`src/rtl/bcd_to_mag_pkg.sv`:
```
// -----------------------------------------------------------------------------
// bcd_to_mag_pkg
// Shared types and constants for the three-digit BCD to binary magnitude
// converter (reverse double-dabble).
//   state_t       : converter FSM states
//   NDIG          : number of BCD digits (hundreds, tens, units)
//   BCD_W         : width of the packed BCD word
//   BIN_W         : width of the binary accumulator (holds 0..999)
//   NSHIFT        : shift iterations per conversion
//   BCD_ADJ       : correction subtracted from a digit that reaches 8 or more
//   any_digit_bad : true when any packed digit is outside 0..9
// -----------------------------------------------------------------------------
package bcd_to_mag_pkg;

    typedef enum logic {
        IDLE  = 1'b0,
        SHIFT = 1'b1
    } state_t;

    localparam int NDIG    = 3;
    localparam int BCD_W   = 12;
    localparam int BIN_W   = 10;
    localparam int NSHIFT  = 10;
    localparam int BCD_ADJ = 3;

    function automatic logic any_digit_bad(input logic [BCD_W-1:0] word);
        logic bad;
        bad = 1'b0;
        for (int i = 0; i < NDIG; i++) begin
            if (word[4*i +: 4] > 4'd9) begin
                bad = 1'b1;
            end
        end
        return bad;
    endfunction

endpackage

```
`src/rtl/bcd_to_mag_digit_adj.sv`:
```
// -----------------------------------------------------------------------------
// bcd_digit_adj
// Per-digit correction for reverse double-dabble. After a right shift, a BCD
// digit that is 8 or more received a carried-in 1 worth 8 from the digit
// above, but in decimal that carry is worth only 5, so 3 is taken back.
//   d_in  : 4-bit digit after the shift
//   d_out : corrected digit (d_in - 3 when d_in >= 8, else d_in)
// The subtraction cannot wrap since it only fires for d_in >= 8.
// -----------------------------------------------------------------------------
module bcd_digit_adj
    import bcd_to_mag_pkg::*;
(
    input  logic [3:0] d_in,
    output logic [3:0] d_out
);

    assign d_out = (d_in >= 4'd8) ? (d_in - 4'(BCD_ADJ)) : d_in;

endmodule

```
`src/rtl/bcd_to_mag.sv`:
```
// -----------------------------------------------------------------------------
// bcd_to_mag
// Sequential converter from three BCD digits plus a sign bit to a binary
// sign-magnitude value, using reverse double-dabble (shift right, then
// subtract 3 from any digit >= 8). One conversion takes 10 shift cycles.
//
// Parameters
//   MAG_W : output magnitude width (valid range 0..2^MAG_W-1, MAG_W <= 31)
//   SAT   : 1 = saturate to all-ones on overflow, 0 = keep low MAG_W bits
//
// Ports
//   clk       : rising-edge clock
//   rst_n     : asynchronous active-low reset
//   start     : conversion request, sampled only in IDLE
//   sign_in   : operand sign (1 = negative)
//   hundred   : BCD hundreds digit
//   tens      : BCD tens digit
//   unit      : BCD units digit
//   mag       : converted magnitude (held until the next accepted start)
//   sign      : output sign, negative zero forced to +0
//   busy      : high while shifting
//   done      : one-cycle completion pulse
//   err_digit : some input digit was above 9 (no conversion performed)
//   err_ovf   : decimal value exceeded 2^MAG_W-1
//
// States
//   IDLE  | waiting for start; results and flags hold
//   SHIFT | one reverse double-dabble iteration per clock, 10 in total
// -----------------------------------------------------------------------------
module bcd_to_mag
    import bcd_to_mag_pkg::*;
#(
    parameter int MAG_W = 8,
    parameter bit SAT   = 1'b1
) (
    input  logic             clk,
    input  logic             rst_n,
    input  logic             start,
    input  logic             sign_in,
    input  logic [3:0]       hundred,
    input  logic [3:0]       tens,
    input  logic [3:0]       unit,
    output logic [MAG_W-1:0] mag,
    output logic             sign,
    output logic             busy,
    output logic             done,
    output logic             err_digit,
    output logic             err_ovf
);

    localparam int unsigned MAG_MAX  = (32'd1 << MAG_W) - 32'd1;
    localparam logic [3:0]  LAST_CNT = 4'(NSHIFT - 1);

    state_t                   state;
    logic [BCD_W-1:0]         bcd_q;
    logic [BIN_W-1:0]         acc_q;
    logic [3:0]               cnt_q;
    logic                     sign_lat;

    logic [BCD_W-1:0]         bcd_in;
    logic                     digit_bad;
    logic [BCD_W+BIN_W-1:0]   shifted;
    logic [BCD_W-1:0]         bcd_sh;
    logic [BCD_W-1:0]         bcd_adj;
    logic [BIN_W-1:0]         acc_sh;
    logic                     ovf_calc;
    logic [MAG_W-1:0]         mag_calc;

    assign bcd_in    = {hundred, tens, unit};
    assign digit_bad = any_digit_bad(bcd_in);

    // One iteration: the whole {bcd, acc} word moves right by one bit, the
    // units digit LSB dropping into the accumulator MSB.
    assign shifted = {bcd_q, acc_q} >> 1;
    assign bcd_sh  = shifted[BCD_W+BIN_W-1:BIN_W];
    assign acc_sh  = shifted[BIN_W-1:0];

    for (genvar g = 0; g < NDIG; g++) begin : g_adj
        bcd_digit_adj u_adj (
            .d_in  (bcd_sh[4*g +: 4]),
            .d_out (bcd_adj[4*g +: 4])
        );
    end

    // On the final iteration acc_sh already holds the full binary value, so
    // the result is taken from it directly rather than from acc_q a cycle late.
    assign ovf_calc = (32'(acc_sh) > MAG_MAX);
    assign mag_calc = (ovf_calc && SAT) ? {MAG_W{1'b1}} : MAG_W'(acc_sh);

    always_ff @(posedge clk or negedge rst_n) begin
        if (!rst_n) begin
            state     <= IDLE;
            bcd_q     <= '0;
            acc_q     <= '0;
            cnt_q     <= '0;
            sign_lat  <= 1'b0;
            mag       <= '0;
            sign      <= 1'b0;
            busy      <= 1'b0;
            done      <= 1'b0;
            err_digit <= 1'b0;
            err_ovf   <= 1'b0;
        end else begin
            done <= 1'b0;
            case (state)
                IDLE: begin
                    if (start) begin
                        bcd_q     <= bcd_in;
                        sign_lat  <= sign_in;
                        err_digit <= 1'b0;
                        err_ovf   <= 1'b0;
                        if (digit_bad) begin
                            // Reject without converting; report in one edge.
                            err_digit <= 1'b1;
                            mag       <= '0;
                            sign      <= 1'b0;
                            done      <= 1'b1;
                        end else begin
                            busy  <= 1'b1;
                            cnt_q <= '0;
                            acc_q <= '0;
                            state <= SHIFT;
                        end
                    end
                end

                SHIFT: begin
                    bcd_q <= bcd_adj;
                    acc_q <= acc_sh;
                    cnt_q <= cnt_q + 4'd1;
                    if (cnt_q == LAST_CNT) begin
                        mag     <= mag_calc;
                        sign    <= sign_lat && (acc_sh != '0);
                        err_ovf <= ovf_calc;
                        busy    <= 1'b0;
                        done    <= 1'b1;
                        state   <= IDLE;
                    end
                end

                default: begin
                    state <= IDLE;
                end
            endcase
        end
    end

endmodule

```
`config.mk`:
```
export PLATFORM = sky130hd
export DESIGN_NAME = bcd_to_mag
export DESIGN_NICKNAME = d
export VERILOG_FILES = /design/src/rtl/bcd_to_mag_pkg.sv /design/src/rtl/bcd_to_mag_digit_adj.sv /design/src/rtl/bcd_to_mag.sv
export SDC_FILE = /design/constraint.sdc
export NUM_CORES = 1
export LEC_CHECK = 0
export CAP_MARGIN = 30
export CORE_MARGIN = 2
export CORE_UTILIZATION = 35
export DETAILED_ROUTE_END_ITERATION = 16
export PLACE_DENSITY = 0.55
export SLEW_MARGIN = 30
export SYNTH_ARGS = -nofsm -noshare
export SYNTH_HDL_FRONTEND = slang
export SYNTH_HIERARCHICAL = 1
export SYNTH_SLANG_ARGS = --single-unit
```
`constraint.sdc`:
```
create_clock -name clk -period 1.9 [get_ports clk]
set_clock_uncertainty 0.15 [all_clocks]
set_input_delay 0.57 -clock clk [delete_from_list [all_inputs] [get_ports clk]]
set_output_delay 0.57 -clock clk [all_outputs]
set_load 0.02 [all_outputs]
```
# Yosys cells after proc, flatten, opt, wreduce, memory -nomap -nowiden
# Index checks and enable logic that the tools add are counted.
# word_totals
word_cells	73
inputBits	16
regBits	41
output_inout_bits	13
# classes
n_reduce_logical	7
bitwise_logic	1
add_sub_neg	4
order_cmp	7
eq_ne	5
muxes	38
# ops
operator	count
2-to-1 mux 8 bit	4
case mux 12 bit (2 select lines)	1
2-to-1 mux 10 bit	2
2-to-1 mux 4 bit	5
case mux 10 bit (2 select lines)	1
2-to-1 mux 1 bit	17
case mux 8 bit (2 select lines)	1
greater-than comparator 4 bit, second input constant	3
2-to-1 mux 12 bit	1
greater-than comparator 10 x 8 -> 1 bit, second input constant	1
case mux 1 bit (2 select lines)	5
nonzero test 10 bit	1
>= comparator 4 bit, second input constant	2
case mux 4 bit (2 select lines)	1
subtractor 4 x 2 -> 4 bit, second input constant	2
!= test 2 bit, second input constant	3
AND reduction 2 bit	3
AND reduction 3 bit	2
adder 4 x 1 -> 4 bit, second input constant	1
== test 4 bit, second input constant	1
>= comparator 3 x 4 -> 1 bit, second input constant	1
subtractor 3 x 2 -> 4 bit, second input constant	1
!= test 2 x 1 -> 1 bit, second input constant	1
logical AND 1 bit	1
NOT 1 bit	1

# Logic depth before layout (Yosys ltp)
# depth
word_depth	7
ltp_mapped	6
depth_no_buf	6

# Modules after synthesis
# The synthesis kept the hierarchy.
# by_module_without_submodules
module	instances	cells_each	seq_area_each_um2	area_per_inst_um2
bcd_to_mag	1	168	1001.0	1796.7
bcd_digit_adj	3	11	0.0	76.3

# Least setup slack after synthesis
# No wires, ideal clock.
# synth_timing
kind	in2reg
startpoint	input hundred[2]
endpoint	register cnt_q[0]
cell_stages	5
path_buffers	2
t_required_ps	1631
arrival_ps	1354
setup_ps	119
slack_ps	277
path_cell_list	o21ai_0 and4b_1 buf_6 buf_6 nor2_1
# synth_via
elab_chain_len	4
# synth_lines
element	line	source
from (decl)	bcd_to_mag.sv:40	input logic [3:0] hundred,
greater-than comparator 4 bit	bcd_to_mag_pkg.sv:30	if (word[4*i +: 4] > 4'd9) begin
2-to-1 mux 1 bit	bcd_to_mag_pkg.sv:30	
!= test 2 bit (no source line)	n/a	
AND reduction 2 bit (no source line)	n/a	
to (signal assigned)	bcd_to_mag.sv:130	cnt_q <= cnt_q + 4'd1;
to (decl)	bcd_to_mag.sv:57	logic [3:0] cnt_q;
# No other way between the ends.
# A chain may end at the register's enable or synchronous reset.

# Final worst setup path
# layout_timing
startpoint	input unit[2]
endpoint	register busy
# layout_via
elab_chain_len	6
# layout_lines
element	line	source
from (decl)	bcd_to_mag.sv:42	input logic [3:0] unit,
greater-than comparator 4 bit	bcd_to_mag_pkg.sv:30	
2-to-1 mux 1 bit (3 in a row)	bcd_to_mag_pkg.sv:30	
!= test 2 bit (no source line)	n/a	
AND reduction 3 bit (no source line)	n/a	
to (signal assigned)	bcd_to_mag.sv:99	busy <= 1'b0;
to (signal assigned)	bcd_to_mag.sv:119	busy <= 1'b1;
to (signal assigned)	bcd_to_mag.sv:135	busy <= 1'b0;
to (decl)	bcd_to_mag.sv:45	output logic busy,
# No other way between the ends.

==> summary.md <==
| Metric | Value |
|---|---|
| P_int | 2400 uW |
| Buffers on Ports | 28 |
| Fin crit period | 1.77 ns |
| H-Tree Depth | 2 |
| Commonest non-fill, non-tap cell in the layout | dfrtp_1 |
| Drt total wl | 4050 um |
| Fillers | 550 |
| Total number of vias | 1456 |
| HP Class | input pin to async pin |
| DR iter-0 viols | 73 |
| F_max | 0.563 GHz |
| Top FF cell, synth | dfrtp_1 |
| Nets | 269 |
| Boundary Pins | 29 |
| Final instance area | 2570 sq um |
| Ratio of cells with drive above 1 in the final layout | 12.2% |
| Flop pwr share | 42.0% |
| # diodes | 0 |
| PwrDens | 1500 nW/um^2 |
| Most frequent cells in the layout | dfrtp_1 (40), nor2_1 (22), mux2i_1 (21), nand2_1 (19), o21ai_0 (18) |
| Synth async-reset ratio | 100% |
| DRC | 0 |
| Worst-Skew Late Latency | 0.29 ns |
| Post-DP HPWL | 2910 um |
| Fin crit share | 93.4% |
| Synth Instances | 201 |
| Max-cap viol count | 0 |
| CTS Buf Count | 5 |
| Final setup viols | 0 |
| R2R Setup Slk | 0.26 ns |
| WP data required | 1.93 ns |
| Post-route ant nets | 0 |
| First-pass GRT wire length | 6960 um |
| Sw Share | 38.0% |
| CP max FO | 6 |
| Routed len/inst | 12.7 um |
| RSZ-0062 raised after global routing | no |
| Gr ovfl total | 0 |
| Arr. time, crit path | 1.81 ns |
| Root buf cell | clkbuf_8 |
| WP buf/inv | 3 |
| Worst-path clk slew | 0.07 ns |
| Status | complete, no violations |
| Die height | 80.1 um |
| Yosys reg bits | 40 |
| Final Hold Fails | 0 |
| VDD IR max | 0.420 mV |
| Avg Synthesized Cell Area | 10.1 sq um |
| Area grow syn2layout | 27.1% |
| Critical Path Sink Type | register |
| Critical path class | input pin to register |
| Post-DP Area | 2460 sq um |
| Final RePlAce weighted congestion | 0.709 |
| Row count | 27 |
| DR vias/cell | 4.58 |
| # clock sinks | 40 |
| Chip width | 80.1 um |
| Number of global-route vias before repair | 1426 |
| CP dominant cell by count | buf_4 |
| Startpoint Class | input pin |
| Initial antenna violation count | 0 |
| Top delay family on crit path | buffers and inverters |
| CTS Hold Bufs | 0 |
| Largest net degree at the start of global routing | 26 |
| Synth Warn # | 6 |
| Core area | 5540 sq um |
| Sequential-to-total area share from yosys stat | 49.4% |
| P_leak | 0.00128 uW |
| Slowest CP cell | clkdlybuf4s50_1 |
| Detailed Routing Iterations Pass 1 | 4 |
| Clock power share | 19.0% |
| Post-synth EDFFs | 0 |
| Gr usage total | 14.4% |
| Initial core utilization | 36.6% |
| Comb pwr share | 39.0% |
| CP Cell Sequence | clkdlybuf4s50_1 -> o21ai_0 -> buf_4 -> and4b_1 -> buf_4 -> a21o_1 |
| Max incr delay on CP | 0.49 ns |
| Mapped Area | 2030 sq um |
| Clock buffer depth | 2 |
| NetSw | 1470 uW |
| Final Power | 3870 uW |
| Max-slew violation count | 0 |
| Count of different cell masters after synthesis | 35 |
| Die area | 6410 sq um |
| TritonCTS clock tree | built |
-- through the flow --
step / hold slack (ns) / util [%] / std cells / worst slack (ns) / setup TNS [ns]
final: 0.0491 / 46.5 / 318 / 0.125 / 0
after global routing: 0.0671 / 46.5 / 318 / 0.0201 / 0
after CTS: 0.0507 / 46.3 / 317 / 0.118 / 0
after detailed placement: 0.336 / 44.4 / 309 / -0.186 / -4.26
after global placement: 0.343 / 44.4 / 309 / -0.210 / -4.28
after floorplan: 0.124 / - / 205 / 0.277 / 0
-- state kept, by name (all words and copies together) (netlist names) --
register / flops
acc_q: 9
bcd_q: 12
busy: 1
cnt_q: 4
done: 1
err_digit: 1
err_ovf: 1
mag: 8
sign: 1
sign_lat: 1
state: 1
-- path summary, 6_finish.rpt --
| path | startpoint | cells past startpoint | endpoint |
|---|---|---|---|
| max | unit[2] | 6 | busy$_DFFE_PN0P_ |
| min | rst_n | 1 | bcd_q[11]$_DFFE_PN0P_ |
| max reg2reg | cnt_q[1]$_DFFE_PN0P_ | 5 | mag[0]$_DFFE_PN0P_ |
| min reg2reg | busy$_DFFE_PN0P_ | 1 | busy$_DFFE_PN0P_ |
| max in group asynchronous | rst_n | 2 | bcd_q[0]$_DFFE_PN0P_ |
| min in group clk | busy$_DFFE_PN0P_ | 1 | busy$_DFFE_PN0P_ |
-- synthesized netlist by cell type (all sizes together), types with 2 or more instances --
cell | number | area (sq um)
a211oi | 2 | 20.0
xor2 | 5 | 43.8
nand3 | 2 | 10.0
ha | 8 | 100
and4b | 2 | 20.0
mux2i | 21 | 210
dfrtp | 40 | 1000
nand2 | 19 | 71.3
a21oi | 4 | 20.0
inv | 8 | 30.0
xnor2 | 4 | 35.0
buf | 8 | 57.6
nor2b | 3 | 18.8
nand2b | 4 | 32.5
clkbuf | 3 | 12.5
nor2 | 22 | 82.6
or2 | 2 | 12.5
nor3 | 16 | 80.1
o21ai | 18 | 90.1
-- power groups by stage --
stage               sequential [uW]  clock [uW]  combinational [uW]
finish                         1630         735                1510
global route                   1700         795                1740
CTS                            1630         759                1530
detailed placement             1650           0                1600
global placement               1660           0                1560
floorplan                      1670           0                1030
-- metal layers --
metal,track usage [%],part of all wire (%),vias up
li1,-,-,755
met1,20.5,52,676
met2,20.6,43,21
met3,3.71,3.1,4
met4,6.10,1.8,0
met5,0,0,-
-- final cells by class --
| cell class | instances | area, sq um | area share [%] |
|---|---|---|---|
| flip-flops and latches | 40 | 1000 | 38.9 |
| multi-input cells | 146 | 940 | 36.5 |
| repair buffers | 44 | 392 | 15.2 |
| well taps | 72 | 90.1 | 3.50 |
| clock buffers | 6 | 82.6 | 3.21 |
| clock inverters | 2 | 38.8 | 1.51 |
| inverters | 8 | 30.0 | 1.17 |
-- cell families after synthesis --
kind of cell             Yosys count  synth area share [%]
buffers and inverters             19                  4.94
AND/OR/NAND/NOR                   74                  17.5
AO/OA/AOI/OAI                     28                  8.15
multiplexers                      22                  10.9
adder cells (fa/ha/maj)            8                  4.94
XOR/XNOR                           9                  3.89
other                              1                 0.185
flip-flops                        40                  49.4
-- timing repair --
item                                    4_1_cts  5_1_grt
resized for setup                            13        0
endpoints found under the setup margin       13        1
setup buffers                                 0        1
hold endpoints to repair                      0        0
Power figures use the tool's default switching activity.
